<file path="src/rtl/bag_spawn_ctl.sv">
// Purpose  : schedules launches of NBAGS falling-bag engines, tracks in-flight slots, score and misses.
// Latency  : all outputs registered; a launch pulse appears one clk after the timer/free-slot condition.
// Backpress: none; a launch that finds no free slot waits with the timer parked at 0.
//
// Ports:
//   clk, rst_n          clock, asynchronous active-low reset
//   start               1-cycle pulse, starts a round from IDLE or OVER (ignored in RUN)
//   random[9:0]         free-running pseudo-random value (gap jitter, arc scale)
//   bag_done/bag_caught per-slot finish pulse, qualified caught(1)/missed(0)
//   bag_start           per-slot 1-cycle launch pulse; bag_scale valid alongside it
//   active              slot in flight
//   score, misses       caught count (saturating 4095), missed count (saturating MAX_MISSES)
//   game_over           round ended
module bag_spawn_ctl #(
  parameter int NBAGS      = 4,
  parameter int TICK_DIV   = 800000,
  parameter int GAP_MIN    = 32,
  parameter int GAP_MASK   = 63,
  parameter int MAX_MISSES = 3
) (
  input  logic             clk,
  input  logic             rst_n,
  input  logic             start,
  input  logic [9:0]       random,
  input  logic [NBAGS-1:0] bag_done,
  input  logic [NBAGS-1:0] bag_caught,
  output logic [NBAGS-1:0] bag_start,
  output logic [2:0]       bag_scale,
  output logic [NBAGS-1:0] active,
  output logic [11:0]      score,
  output logic [2:0]       misses,
  output logic             game_over
);

  localparam int CW = (TICK_DIV > 1) ? $clog2(TICK_DIV) : 1;
  localparam int TW = (GAP_MIN + GAP_MASK > 0) ? $clog2(GAP_MIN + GAP_MASK + 1) : 1;
  localparam logic [9:0]    MASK10    = 10'(GAP_MASK);
  localparam logic [CW-1:0] TICK_LAST = CW'(TICK_DIV - 1);
  localparam logic [4:0]    MISS_MAX  = 5'(MAX_MISSES);

  typedef enum logic [1:0] {S_IDLE, S_RUN, S_OVER} state_e;

  state_e           state_q;
  logic [CW-1:0]    cnt_q, cnt_d;
  logic [TW-1:0]    timer_q, timer_d, timer_eff, timer_reload;
  logic [NBAGS-1:0] active_q, active_d, bag_start_q, done_v, free_oh;
  logic [2:0]       bag_scale_q, scale_d, misses_q, misses_d;
  logic [11:0]      score_q, score_d;
  logic             game_over_q;
  logic             tick, launch, go_over;
  logic [3:0]       n_hit, n_miss;
  logic [12:0]      score_sum;
  logic [4:0]       miss_sum;

  always_comb begin
    tick         = (state_q == S_RUN) && (cnt_q == TICK_LAST);
    cnt_d        = tick ? '0 : cnt_q + CW'(1);
    // Timer value after this cycle's tick: a launch fires in the same cycle the
    // timer would reach zero, so the gap is exactly reload*TICK_DIV clocks.
    timer_eff    = (tick && (timer_q != '0)) ? timer_q - TW'(1) : timer_q;
    timer_reload = TW'(GAP_MIN) + TW'(random & MASK10);

    // Dones on idle slots are dropped here, before any counting.
    done_v = bag_done & active_q;
    n_hit  = '0;
    n_miss = '0;
    for (int i = 0; i < NBAGS; i++) begin
      n_hit  = n_hit  + 4'(done_v[i] & bag_caught[i]);
      n_miss = n_miss + 4'(done_v[i] & ~bag_caught[i]);
    end

    score_sum = {1'b0, score_q} + 13'(n_hit);
    score_d   = score_sum[12] ? 12'hFFF : score_sum[11:0];
    miss_sum  = 5'(misses_q) + 5'(n_miss);
    go_over   = (miss_sum >= MISS_MAX);
    misses_d  = go_over ? MISS_MAX[2:0] : miss_sum[2:0];

    // Lowest clear bit of the registered mask: a slot freed this cycle is not
    // visible here until next cycle, so done always wins over launch.
    free_oh  = ~active_q & (active_q + NBAGS'(1));
    launch   = (state_q == S_RUN) && !go_over && (timer_eff == '0) && (free_oh != '0);
    scale_d  = 3'(random % 10'd5);
    timer_d  = launch ? timer_reload : timer_eff;
    active_d = (active_q & ~done_v) | (launch ? free_oh : '0);
  end

  always_ff @(posedge clk or negedge rst_n) begin
    if (!rst_n) begin
      state_q     <= S_IDLE;
      cnt_q       <= '0;
      timer_q     <= '0;
      active_q    <= '0;
      bag_start_q <= '0;
      bag_scale_q <= '0;
      score_q     <= '0;
      misses_q    <= '0;
      game_over_q <= 1'b0;
    end else begin
      bag_start_q <= '0;
      case (state_q)
        S_IDLE, S_OVER: begin
          if (start) begin
            state_q     <= S_RUN;
            cnt_q       <= '0;
            timer_q     <= timer_reload;
            active_q    <= '0;
            score_q     <= '0;
            misses_q    <= '0;
            game_over_q <= 1'b0;
          end
        end
        S_RUN: begin
          cnt_q    <= cnt_d;
          score_q  <= score_d;
          misses_q <= misses_d;
          if (go_over) begin
            // Round ends on the same edge the last miss is counted; nothing launches.
            state_q     <= S_OVER;
            game_over_q <= 1'b1;
            active_q    <= '0;
            timer_q     <= timer_eff;
          end else begin
            active_q <= active_d;
            timer_q  <= timer_d;
            if (launch) begin
              bag_start_q <= free_oh;
              bag_scale_q <= scale_d;
            end
          end
        end
        default: state_q <= S_IDLE;
      endcase
    end
  end

  assign bag_start = bag_start_q;
  assign bag_scale = bag_scale_q;
  assign active    = active_q;
  assign score     = score_q;
  assign misses    = misses_q;
  assign game_over = game_over_q;

endmodule

</file>
<file path="config.mk">
export PLATFORM = sky130hd
export DESIGN_NAME = bag_spawn_ctl
export DESIGN_NICKNAME = d
export VERILOG_FILES = /design/src/rtl/bag_spawn_ctl.sv
export SDC_FILE = /design/constraint.sdc
export NUM_CORES = 1
export LEC_CHECK = 0
export CORE_MARGIN = 2
export CORE_UTILIZATION = 52
export DETAILED_ROUTE_END_ITERATION = 16
export PLACE_DENSITY_LB_ADDON = 0.2
export RECOVER_POWER = 50
export SLEW_MARGIN = 5
export SYNTH_ARGS = -nofsm -noshare
export SYNTH_HDL_FRONTEND = slang
export SYNTH_SLANG_ARGS = --single-unit
</file>
<file path="constraint.sdc">
create_clock -name clk -period 3.7 [get_ports clk]
set_input_delay 0.74 -clock clk [delete_from_list [all_inputs] [get_ports clk]]
set_output_delay 0.74 -clock clk [all_outputs]
set_load 0.01 [all_outputs]
</file>
# Word level (Yosys, flattened, before mapping)
# Index checks and enable logic that the tools add are counted.
# Widths: inputs -> output; s select.
dict set report op_classes {
  add_sub_neg 12
  div_mod_pow 1
  order_cmp 1
  n_eq_ne 5
  n_mux 26
  bitwise 19
  n_reduce_logical 16
}
# cell count
set ops {}
lappend ops {{$mux 20} 2}
lappend ops {{$pmux 20 s2} 1}
lappend ops {{$mux 7} 4}
lappend ops {{$mux 12} 2}
lappend ops {{$pmux 12 s2} 1}
lappend ops {{$add 20x1->20 const B} 1}
lappend ops {{$eq 20x20->1 const B} 1}
lappend ops {{$mux 4} 5}
lappend ops {{$and 1x4->4} 4}
lappend ops {{$not 1->4} 4}
lappend ops {{$pmux 7 s2} 1}
lappend ops {{$add 12x4->13} 1}
lappend ops {{$add 4x4->4} 3}
lappend ops {{$and 4x4->4} 3}
lappend ops {{$mod 10x3->10 const B} 1}
lappend ops {{$not 4->4} 2}
lappend ops {{$pmux 4 s2} 1}
lappend ops {{$add 6x6->7 const A} 1}
lappend ops {{$logic_not 7->1} 1}
lappend ops {{$reduce_bool 7->1} 1}
lappend ops {{$sub 7x1->7 const B} 1}
lappend ops {{$mux 3} 2}
lappend ops {{$pmux 3 s2} 1}
lappend ops {{$reduce_and 3->1} 2}
lappend ops {{other kinds (23)} 34}
dict set report totals {
  regBits 56
  input_bits 21
  out_inout_bits 27
  wordCells 89
}

# Logic depth before layout (Yosys ltp)
# Gate-level depths: netlist (run 1).
dict set report depth {
  word_depth 15
  mapped_depth 21
  mapped_depth_nobuf 18
}

# Worst setup path before layout (run 1)
# OpenSTA, ideal clock, no wires.
dict set report synth_timing {
  path_type {input-to-reg}
  from {in random[9]}
  to {reg bag_scale_q[1] (netlist: bag_scale[1])}
  setup_time_ns 0.125
  t_arrival_ns 4.418
  required_time_ns 3.575
  setup_slack_ns -0.843
  path_stages 19
  n_path_buf 2
  path_cell_list {buf_4 -> and4bb_4 -> a211o_1 -> and2_1 -> buf_4 -> a211o_1 -> a221oi_2 -> o32ai_4 -> ha_1 -> inv_1 -> o21ai_1 -> a311oi_1 -> a221oi_4 -> a21oi_1 -> ha_1 -> nand2b_1 -> a221oi_2 -> mux2i_1 -> mux2_2}
}
dict set report synth_via {
  elab_chain_cells 1
}
# item line
set synth_lines {}
lappend synth_lines {{start: declaration} 24} ;# input logic [9:0] random,
lappend synth_lines {{$mod 10x3->10} 82} ;# scale_d = 3'(random % 10'd5);
lappend synth_lines {{end signal: assignment} 127} ;# bag_scale_q <= scale_d;
lappend synth_lines {{end: declaration} 47} ;# logic [2:0] bag_scale_q, scale_d, misses_q, misses_d;
# No other way between the ends.
# A chain may end at the register's enable or synchronous reset.

# Final worst setup path (run 1)
# Same ends and word-level chain as after synthesis.

==> results.tsv, run 1 <==
metric	value	unit
skew	10.4	ps
num_vias	4380	
row_count	32	
startpoint_type	input port	
wl_per_cell	16.3	um
holdPathStages	1	
synth-edff-count	0	
drt-vias-per-instance	6.01	
numClockSinks	56	
layout-drive-gt1-share	29.2	%
grt_overflow	0	
cap_violations	1	
setup_violations	10	
clock_latency	320	ps
die_w	94.1	um
antenna_cells	0	
ant_nets	0	
path_max_fanout	6	
cts_tree	built	
maxSlewHeadroom	-22.1	%
grt_pass1_vias	4412	
power_density	432	nW/um2
max_freq	239	MHz
crit_required	3920	ps
layout_common_cells	89 x buf_4, 63 x nand2_1, 56 x dfrtp_1, 38 x o21ai_0, 36 x nor2_1	
multiInputGateArea	2880	um2
grtUsageTotal	27.3	%
min_to	cnt_q[2]	
die_h	94.1	um
numCtsBuffers	5	
syn_avg_cell_area	8.52	um2
n_fill_cell	593	
finalHoldViolations	0	
synth_seq_cells	56	
netlist_area	4220	um2
cts_max_level	2	
gp_congestion	0.921	
synth-warning-count	0	
r2r.worst_path.cells	18	
final_common_cell	buf_4	
die_area	8850	um2
syn_nets	534	
hold_class	reg -> reg	
worstHoldStart	cnt_q[2]	
fin_ws	-482	ps
core_area	7810	um2
grt_max_degree	35	
cts-root-buf	clkbuf_8	
ys_seq_area_share	33.2	%
final_nets	665	
timing_max_transition_violations_final	35	
power_leakage	2.60	nW
grt_pass1_wl	19800	um
violations	capacitance limit, slew limit, setup timing	
ir_drop	0.254	mV
area_growth	38.8	%
ff_latch_area	1400	um2
antenna_found_initial	0	
start_util	54.0	%
dpl.cell_count	694	
dpl.hpwl	8390	um
end_kind	register	
drt_iter0_drc	246	
r2r_start	active[0]	
drt-total-wl	11900	um
pin_count	48	
min_period	4180	ps
clockBufferDepth	2	
synth-main-ff-cell	dfrtp_1	
finalPower	2.53	mW
clk_pin_slew	110	ps
worstMarginPinSlew	1830	ps
finalCritPeriodShare	113	%
drc_errors	0	
dr.pass1.iters	5	
reg2reg_to	timer_q[3]	
status	complete, but fails checks	
reg2reg_slack	-100	ps
rsz0062_at_grt	true	
synthArstFlopShare	100	%
criticalPathCategory	in -> reg	
netlist_instances	495	
ys_types	77	
port_buffers	47	
layout.cells.non_filler	729	
worstPathArrival	4400	ps
==> worst max-delay path, stage by stage <==
cell and delay [ps]:
buf_6 100, buf_6 120, buf_4 130, nor3b_4 240
a21oi_1 130, and4_1 180, a211o_1 260, a221oi_4 270
o32ai_4 140, ha_2 220, inv_2 70, o21ai_2 60
a311oi_2 390, a221oi_4 80, nor2_2 150, a21oi_2 60
ha_2 200, nand2b_4 140, a221oi_4 310, mux2i_1 140
mux2_4 270
==> layer usage <==
layer  global-route usage, %  up-vias  wire length [um]
met2                    49.4      139              6090
met5                       0        -                 0
met4                    7.49        0               203
met1                    34.5     2130              5090
li1                        -     2089                 -
met3                    2.89       22               476
==> power by group <==
part | total (mW) | internal, mW | switching, mW
clock | 0.368 | 0.154 | 0.215
sequential | 0.839 | 0.720 | 0.120
combinational | 1.32 | 0.592 | 0.730
total | 2.53 | 1.46 | 1.06
==> how the worst max path moves through the flow <==
stage / from / to / slack [ps] / depth (start not counted)
2_1_floorplan: random[7] / bag_scale[1] / -620 / 20
3_3_place_gp: random[7] / bag_scale[1] / -1060 / 20
3_5_place_dp: random[7] / bag_scale[1] / -1280 / 20
4_1_cts: random[9] / bag_scale[1] / -470 / 21
5_1_grt: random[9] / bag_scale[1] / -640 / 21
6_report: random[9] / bag_scale[1] / -480 / 21
==> area by class of cell <==
| class | instances | share of cell area [%] |
|---|---|---|
| Clock inverter | 2 | 0.235 |
| Multi-Input combinational cell | 391 | 49.2 |
| Timing Repair Buffer | 148 | 21.5 |
| Tap cell | 102 | 2.18 |
| Clock buffer | 6 | 1.41 |
| Inverter | 24 | 1.54 |
| Sequential cell | 56 | 23.9 |
==> cell usage after synthesis, types with 3 or more instances <==
cell	instances	area share, %
o221ai_1	3	0.62
nand2_1	70	6.2
a211o_1	3	0.62
and3_1	16	2.4
buf_2	4	0.47
nand2b_1	6	0.89
nand4_1	9	1.3
o21a_1	5	0.89
buf_4	3	0.53
o21ai_1	3	0.36
inv_1	24	2.1
nor3_1	11	1.3
nor2b_1	8	1.2
a22o_1	4	0.83
a21oi_1	18	2.1
nor4_1	3	0.45
nand3_1	20	2.4
o22ai_1	6	0.89
dfrtp_1	56	33
a22oi_1	3	0.53
a21o_1	7	1.2
fa_1	5	2.4
and3b_1	3	0.62
o31ai_1	6	1.1
and2_1	4	0.59
nor2_1	40	3.6
clkbuf_1	14	1.2
xnor2_1	6	1.2
and4_1	4	0.83
mux2i_1	7	1.7
o21ai_0	42	5.0
ha_1	13	3.9
a31oi_1	13	1.9
==> sequential cells by signal, indices dropped and copies added (netlist names) <==
signal	count
bag_start	4
cnt_q	20
score	12
game_over	1
state_q	2
active	4
misses	3
timer_q	7
bag_scale	3
==> logic make-up after synthesis <==
kind of cell	count (synthesis)	share of synthesized area, %
flip-flops	56	33.2
AND/OR/NAND/NOR	212	26.1
adder cells (fa/ha/maj)	18	6.23
buffers and inverters	48	5.01
multiplexers	9	2.20
XOR/XNOR	9	2.31
AO/OA/AOI/OAI	143	24.9
==> repair_timing <==
action | in CTS | in global routing
gates resized for setup | 71 | 24
gates cloned | 2 | 0
hold buffers | 0 | 0
pin swaps | 30 | 29
setup buffers | 18 | 7
setup endpoints to repair | 18 | 16
==> through the flow <==
stage                     hold slack [ps]  worst slack (ps)  cell area [um2]  utilization [%]  TNS [ps]
after floorplan                       444              -622             4390                -     -2430
after global placement                480             -1060             5410             69.3    -14290
after detailed placement              497             -1280             5410             69.3    -15780
after CTS                             508              -466             5690             72.9     -1090
after global routing                  555              -637             5850             75.0     -3890
final                                 522              -482             5850             75.0     -1550
Power figures use the tool's default switching activity.
==> inputs of run 2 (changes only) <==
--- a/config.mk
+++ b/config.mk
@@ -8,6 +8,7 @@
 export CORE_MARGIN = 2
 export CORE_UTILIZATION = 52
 export DETAILED_ROUTE_END_ITERATION = 16
+export GPL_ROUTABILITY_DRIVEN = 0
 export PLACE_DENSITY_LB_ADDON = 0.2
 export RECOVER_POWER = 50
 export SLEW_MARGIN = 5
==> run 2 against run 1 <==
Effect of this change:
- the run still ends with capacitance limit, slew limit, setup timing left
- global-route usage is 0.13 points lower
- via count is 1.1% lower
- flip-flop and latch count stayed put
- non-clock buffer count is 9 lower
- routed wire length is 1.6% lower
- largest cell class unchanged
- register-to-register slack better by 130 ps
- worst hold slack worse by 10 ps
- final cell count is 1.2% lower
==> results.tsv, run 2 (synthesis gave the netlist of run 1 again) <==
metric	value	unit	change
status	complete, but fails checks		unchanged
violations	capacitance limit, slew limit, setup timing		unchanged
finalHoldViolations	0		unchanged
hold_slack	512	ps	was 522 ps
final_area	5850	um2	about the same
maxSlewHeadroom	-24.7	%	was -22.1%
rsz0062_at_grt	true		unchanged
pre_cts_ws	-1210	ps	was -1280 ps
power_leakage	2.60	nW	about the same
reg2reg_slack	30	ps	was -100 ps
layout-drive-gt1-share	27.7	%	was 29.2%
end_kind	register		unchanged
critPathTopFamily	compound AO/OA/AOI/OAI gates		unchanged
criticalPathCategory	in -> reg		unchanged
grt_overflow	0		unchanged
largest_reg_flops	20		unchanged
numCtsBuffers	5		unchanged
row_count	32		unchanged
path_cells	buf_6 > buf_6 > buf_12 > nor3b_4 > nor3_2 > o32a_1 > buf_4 > a221oi_4 > o32ai_4 > ha_2 > inv_2 > o21ai_2 > a311oi_2 > a221oi_4 > buf_6 > a21oi_4 > ha_4 > nand2b_4 > a221oi_4 > xnor2_1 > mux2_2		was buf_6 > buf_6 > buf_4 > nor3b_4 > a21oi_1 > and4_1 > a211o_1 > a221oi_4 > o32ai_4 > ha_2 > inv_2 > o21ai_2 > a311oi_2 > a221oi_4 > nor2_2 > a21oi_2 > ha_2 > nand2b_4 > a221oi_4 > mux2i_1 > mux2_4
regMostFlops	cnt_q		unchanged
grt_max_degree	36		was 35
cpPeakStageDelay	380	ps	was 390 ps
final_common_cell	buf_4		unchanged
switching_share	41.0	%	was 42.1%
layout_common_cells	82 x buf_4, 67 x nand2_1, 56 x dfrtp_1, 38 x o21ai_0, 36 x nor2_1		was 89 x buf_4, 63 x nand2_1, 56 x dfrtp_1, 38 x o21ai_0, 36 x nor2_1
pin_count	48		unchanged
wl_per_cell	16.2	um	was 16.3 um
p_sw	1.05	mW	was 1.06 mW
numClockSinks	56		unchanged
hold_class	reg -> reg		unchanged
pwr-share-comb	50.9	%	was 52.3%
fin_ws	-496	ps	was -482 ps
die_area	8850	um2	unchanged
placed_area	5390	um2	was 5410 um2
drt-total-wl	11700	um	was 11900 um
cts-root-buf	clkbuf_8		unchanged
worstPathArrival	4410	ps	was 4400 ps
ant_nets	0		unchanged
worst-path-buf-inv	6		was 4
setup_violations	5		was 10
cts_hold_buf	0		unchanged
die_h	94.1	um	unchanged
port_buffers	47		unchanged
min_period	4200	ps	was 4180 ps
final_util	74.9	%	was 75.0%
drt-vias-per-instance	6.02		was 6.01
power_density	436	nW/um2	was 432 nW/um2
cts_tree	built		unchanged
skew	13.3	ps	was 10.4 ps
area_growth	38.7	%	was 38.8%
antenna_cells	0		unchanged
start_util	54.0	%	unchanged
core_area	7810	um2	unchanged
final_nets	656		was 665
dpl.cell_count	692		was 694
cts_max_level	2		unchanged
drt_iter0_drc	313		was 246
crit_required	3910	ps	was 3920 ps
clk_pin_slew	100	ps	was 110 ps
clock_latency	320	ps	about the same
finalPower	2.55	mW	was 2.53 mW
ir_drop	0.244	mV	was 0.254 mV
internal_power	1.51	mW	was 1.46 mW
cp.depth	21		unchanged
drc_errors	0		unchanged
layout.cells.non_filler	720		was 729
pwr-share-seq	33.0	%	was 33.2%
die_w	94.1	um	unchanged
dpl.hpwl	8340	um	was 8390 um
grt_pass1_wl	19400	um	was 19800 um
max_freq	238	MHz	was 239 MHz
antenna_found_initial	0		unchanged
finalCritPeriodShare	113	%	about the same
cap_violations	1		unchanged
dr.pass1.iters	5		unchanged
grtUsageTotal	27.2	%	was 27.3%
n_fill_cell	562		was 593
grt_pass1_vias	4217		was 4412
timing_max_transition_violations_final	36		was 35
cpMaxStageDelayCell	a311oi_2		unchanged
path_max_fanout	4		was 6
r2r.worst_path.cells	18		unchanged
startpoint_type	input port		unchanged
clkPwrFrac	16.2	%	was 14.6%
clockBufferDepth	2		unchanged
setup_tns	-1210	ps	was -1550 ps
holdPathStages	2		was 1
worstMarginPinSlew	1870	ps	was 1830 ps
num_vias	4334		was 4380
[run 2: what timing repair did]
action	CTS	global route
endpoints found under the setup margin	18	17
setup buffers	11	8
pin swaps	39	29
gates resized for setup	81	17
cloned	2	0
[run 2: layer usage]
layer / part of all wire (%) / vias to the layer above / wire length (um) / GRT usage (%)
met2: 51 / 136 / 6000 / 47.6
met3: 4.3 / 17 / 503 / 3.77
met4: 1.7 / 0 / 200 / 7.61
met1: 43 / 2120 / 4970 / 35.0
met5: 0 / - / 0 / 0
li1: - / 2061 / - / -
[run 2: power by group through the flow]
stage                     sequential, mW  combinational (mW)  clock [mW]
after floorplan                    0.830               0.753           0
after global placement             0.839                1.12           0
after detailed placement           0.845                1.16           0
after CTS                          0.837                1.22       0.420
after global routing               0.857                1.42       0.443
final                              0.841                1.30       0.412
[run 2: layout make-up]
type                            instances  area, um2  area share [%]
Tap cell                              102        128            2.18
Multi-Input combinational cell        391       2920            49.9
Clock inverter                          2       38.8           0.663
Timing Repair Buffer                  139       1200            20.6
Clock buffer                            6       72.6            1.24
Inverter                               24       90.1            1.54
Sequential cell                        56       1400            24.0
[run 2: worst paths after layout]
check / startpoint / to
worst max-delay path: random[9] / bag_scale[0]
worst min-delay path: state_q[1] / state_q[1]
worst max register to register: active[3] / timer_q[3]
worst min register to register: state_q[1] / state_q[1]
max in group asynchronous: rst_n / cnt_q[9]
min in group asynchronous: rst_n / misses[2]
[run 2: worst min-delay path, stage by stage, from the launching register on]
cell,delay [ps]
dfrtp_1,370
nand2_1,50
o21ai_0,60
==> inputs of run 3 (changes only) <==
--- a/config.mk
+++ b/config.mk
@@ -6,11 +6,13 @@
 export NUM_CORES = 1
 export LEC_CHECK = 0
 export CORE_MARGIN = 2
-export CORE_UTILIZATION = 52
+export CORE_UTILIZATION = 45
 export DETAILED_ROUTE_END_ITERATION = 16
 export GPL_ROUTABILITY_DRIVEN = 0
+export HOLD_SLACK_MARGIN = 0.08
 export PLACE_DENSITY_LB_ADDON = 0.2
 export RECOVER_POWER = 50
+export SKIP_LAST_GASP = 1
 export SLEW_MARGIN = 5
 export SYNTH_ARGS = -nofsm -noshare
 export SYNTH_HDL_FRONTEND = slang
==> run 3 against run 2 <==
Effect of this change:
- the flow finishes with violations (setup timing)
- design area fell by 1.3%
- clock power barely moved
- clock-buffer cell count did not move
- non-clock buffer count fell by 3
- fmax rose by 2.9%
- via count fell by 3.1%
- critical path type unchanged
- clock skew fell by 1.6 ps
- core utilization fell by 12 points
- routed wire length fell by 2.4%
- register-to-register slack improved by 50 ps
- combinational power barely moved
- critical path depth fell by 1
==> results.tsv, run 3 (synthesis gave the netlist of run 1 again) <==
metric	value	unit	change
status	complete, but fails checks		unchanged
violations	setup timing		was capacitance limit, slew limit, setup timing
rsz0062_at_grt	true		unchanged
grt_pass1_vias	4184		was 4217
finalPower	2.54	mW	was 2.55 mW
area_growth	36.9	%	was 38.7%
antenna_cells	0		unchanged
port_buffers	47		unchanged
ff_latch_area	1400	um2	unchanged
drt-vias-per-instance	5.78		was 6.02
final_nets	653		was 656
layout-drive-gt1-share	26.7	%	was 27.7%
criticalPathCategory	in -> reg		unchanged
grt_pass1_wl	19200	um	was 19400 um
hold_class	reg -> reg		unchanged
row_count	35		was 32
grt_max_degree	32		was 36
die_w	101	um	was 94.1 um
layout_common_cells	81 x buf_4, 66 x nand2_1, 56 x dfrtp_1, 38 x o21ai_0, 36 x nor2_1		was 82 x buf_4, 67 x nand2_1, 56 x dfrtp_1, 38 x o21ai_0, 36 x nor2_1
worstMarginPinSlew	1470	ps	was 1870 ps
fin_ws	-378	ps	was -496 ps
die_area	10200	um2	was 8850 um2
drt-total-wl	11400	um	was 11700 um
grtUsageTotal	23.1	%	was 27.2%
hold_slack	511	ps	was 512 ps
power_density	439	nW/um2	was 436 nW/um2
dpl.hpwl	8360	um	was 8340 um
wl_per_cell	15.7	um	was 16.2 um
die_h	101	um	was 94.1 um
path_max_fanout	5		was 4
maxSlewHeadroom	1.82	%	was -24.7%
dr.pass1.iters	4		was 5
ir_drop	0.369	mV	was 0.244 mV
cts-root-buf	clkbuf_8		unchanged
ant_nets	0		unchanged
end_kind	register		unchanged
num_vias	4198		was 4334
numClockSinks	56		unchanged
final_common_cell	buf_4		unchanged
finalCritPeriodShare	110	%	was 113%
core_area	9150	um2	was 7810 um2
final_util	63.1	%	was 74.9%
pin_count	48		unchanged
pre_cts_ws	-1290	ps	was -1210 ps
drc_errors	0		unchanged
setup_violations	3		was 5
max_freq	245	MHz	was 238 MHz
crit_required	3910	ps	about the same
layout.cells.non_filler	726		was 720
startpoint_type	input port		unchanged
clk_pin_slew	110	ps	was 100 ps
placed_area	5400	um2	was 5390 um2
setup_tns	-840	ps	was -1210 ps
grt_overflow	0		unchanged
min_period	4080	ps	was 4200 ps
cts_hold_buf	0		unchanged
n_fill_cell	788		was 562
start_util	46.1	%	was 54.0%
clockBufferDepth	2		unchanged
cts_max_level	2		unchanged
multiInputGateArea	2890	um2	was 2920 um2
clock_latency	310	ps	was 320 ps
final_area	5770	um2	was 5850 um2
regMostFlops	cnt_q		unchanged
finalHoldViolations	0		unchanged
timing_max_transition_violations_final	0		was 36
power_leakage	2.54	nW	was 2.60 nW
dpl.cell_count	700		was 692
cap_violations	0		was 1
largest_reg_flops	20		unchanged
worstPathArrival	4290	ps	was 4410 ps
skew	11.7	ps	was 13.3 ps
cts_tree	built		unchanged
numCtsBuffers	5		unchanged
antenna_found_initial	0		unchanged
drt_iter0_drc	258		was 313
[run 3: changes by cell type in the layout (fill, tap and decap cells not counted), sizes merged]
cell	previous run	this run
buf	100	98
dlygate4sd3	8	7
clkdlybuf4s50	27	28
clkdlybuf4s15	1	0
[run 3: what timing repair did]
action / 4_1_cts / 5_1_grt
setup endpoints to repair: 18 / 16
setup buffers: 13 / 4
pin swaps: 29 / 16
gates cloned: 1 / 0
resized for setup: 59 / 26
[run 3: power by group]
group | leakage (nW) | switching (mW) | internal (mW)
logic | 1.74 | 0.707 | 0.581
clock network | 0.0558 | 0.209 | 0.205
registers | 0.750 | 0.115 | 0.719
[run 3: critical path, stage by stage]
cell,delay [ps]
buf_6,90
buf_6,130
and4bb_4,210
a211o_1,300
a21o_1,180
a32o_1,220
a32o_2,260
o32ai_4,270
ha_4,210
inv_4,40
o21ai_4,60
a311oi_4,60
a221oi_4,270
nor2_2,60
a21oi_2,190
ha_2,240
nand2b_4,60
a221oi_4,320
mux2i_1,120
mux2_4,260
[run 3: layout make-up]
type	instances	area share (%)
multi-input combinational	391	50.0
sequential	56	24.3
timing repair buffer	136	19.8
tap	111	2.41
inverter	24	1.60
clock buffer	6	1.26
clock inverter	2	0.672
[run 3: path summary, 6_finish.rpt]
| check | slack (ps) | depth (start not counted) | to | startpoint |
|---|---|---|---|---|
| setup / recovery | -380 | 20 | bag_scale[1] | random[9] |
| hold / removal | 510 | 1 | cnt_q[2] | cnt_q[2] |
| setup reg to reg | 80 | 17 | timer_q[3] | active[0] |
| hold reg to reg | 510 | 1 | cnt_q[2] | cnt_q[2] |
| max in group asynchronous | 1470 | 2 | cnt_q[9] | rst_n |
| min in group asynchronous | 760 | 1 | misses[1] | rst_n |
[run 3: routing by layer]
| layer | routed length (um) | track usage (%) | part of all wire (%) | vias to the layer above |
|---|---|---|---|---|
| li1 | - | - | - | 2060 |
| met1 | 5050 | 29.2 | 44 | 2022 |
| met2 | 5760 | 41.8 | 51 | 96 |
| met3 | 395 | 2.70 | 3.5 | 20 |
| met4 | 187 | 5.58 | 1.6 | 0 |
| met5 | 0 | 0 | 0 | - |
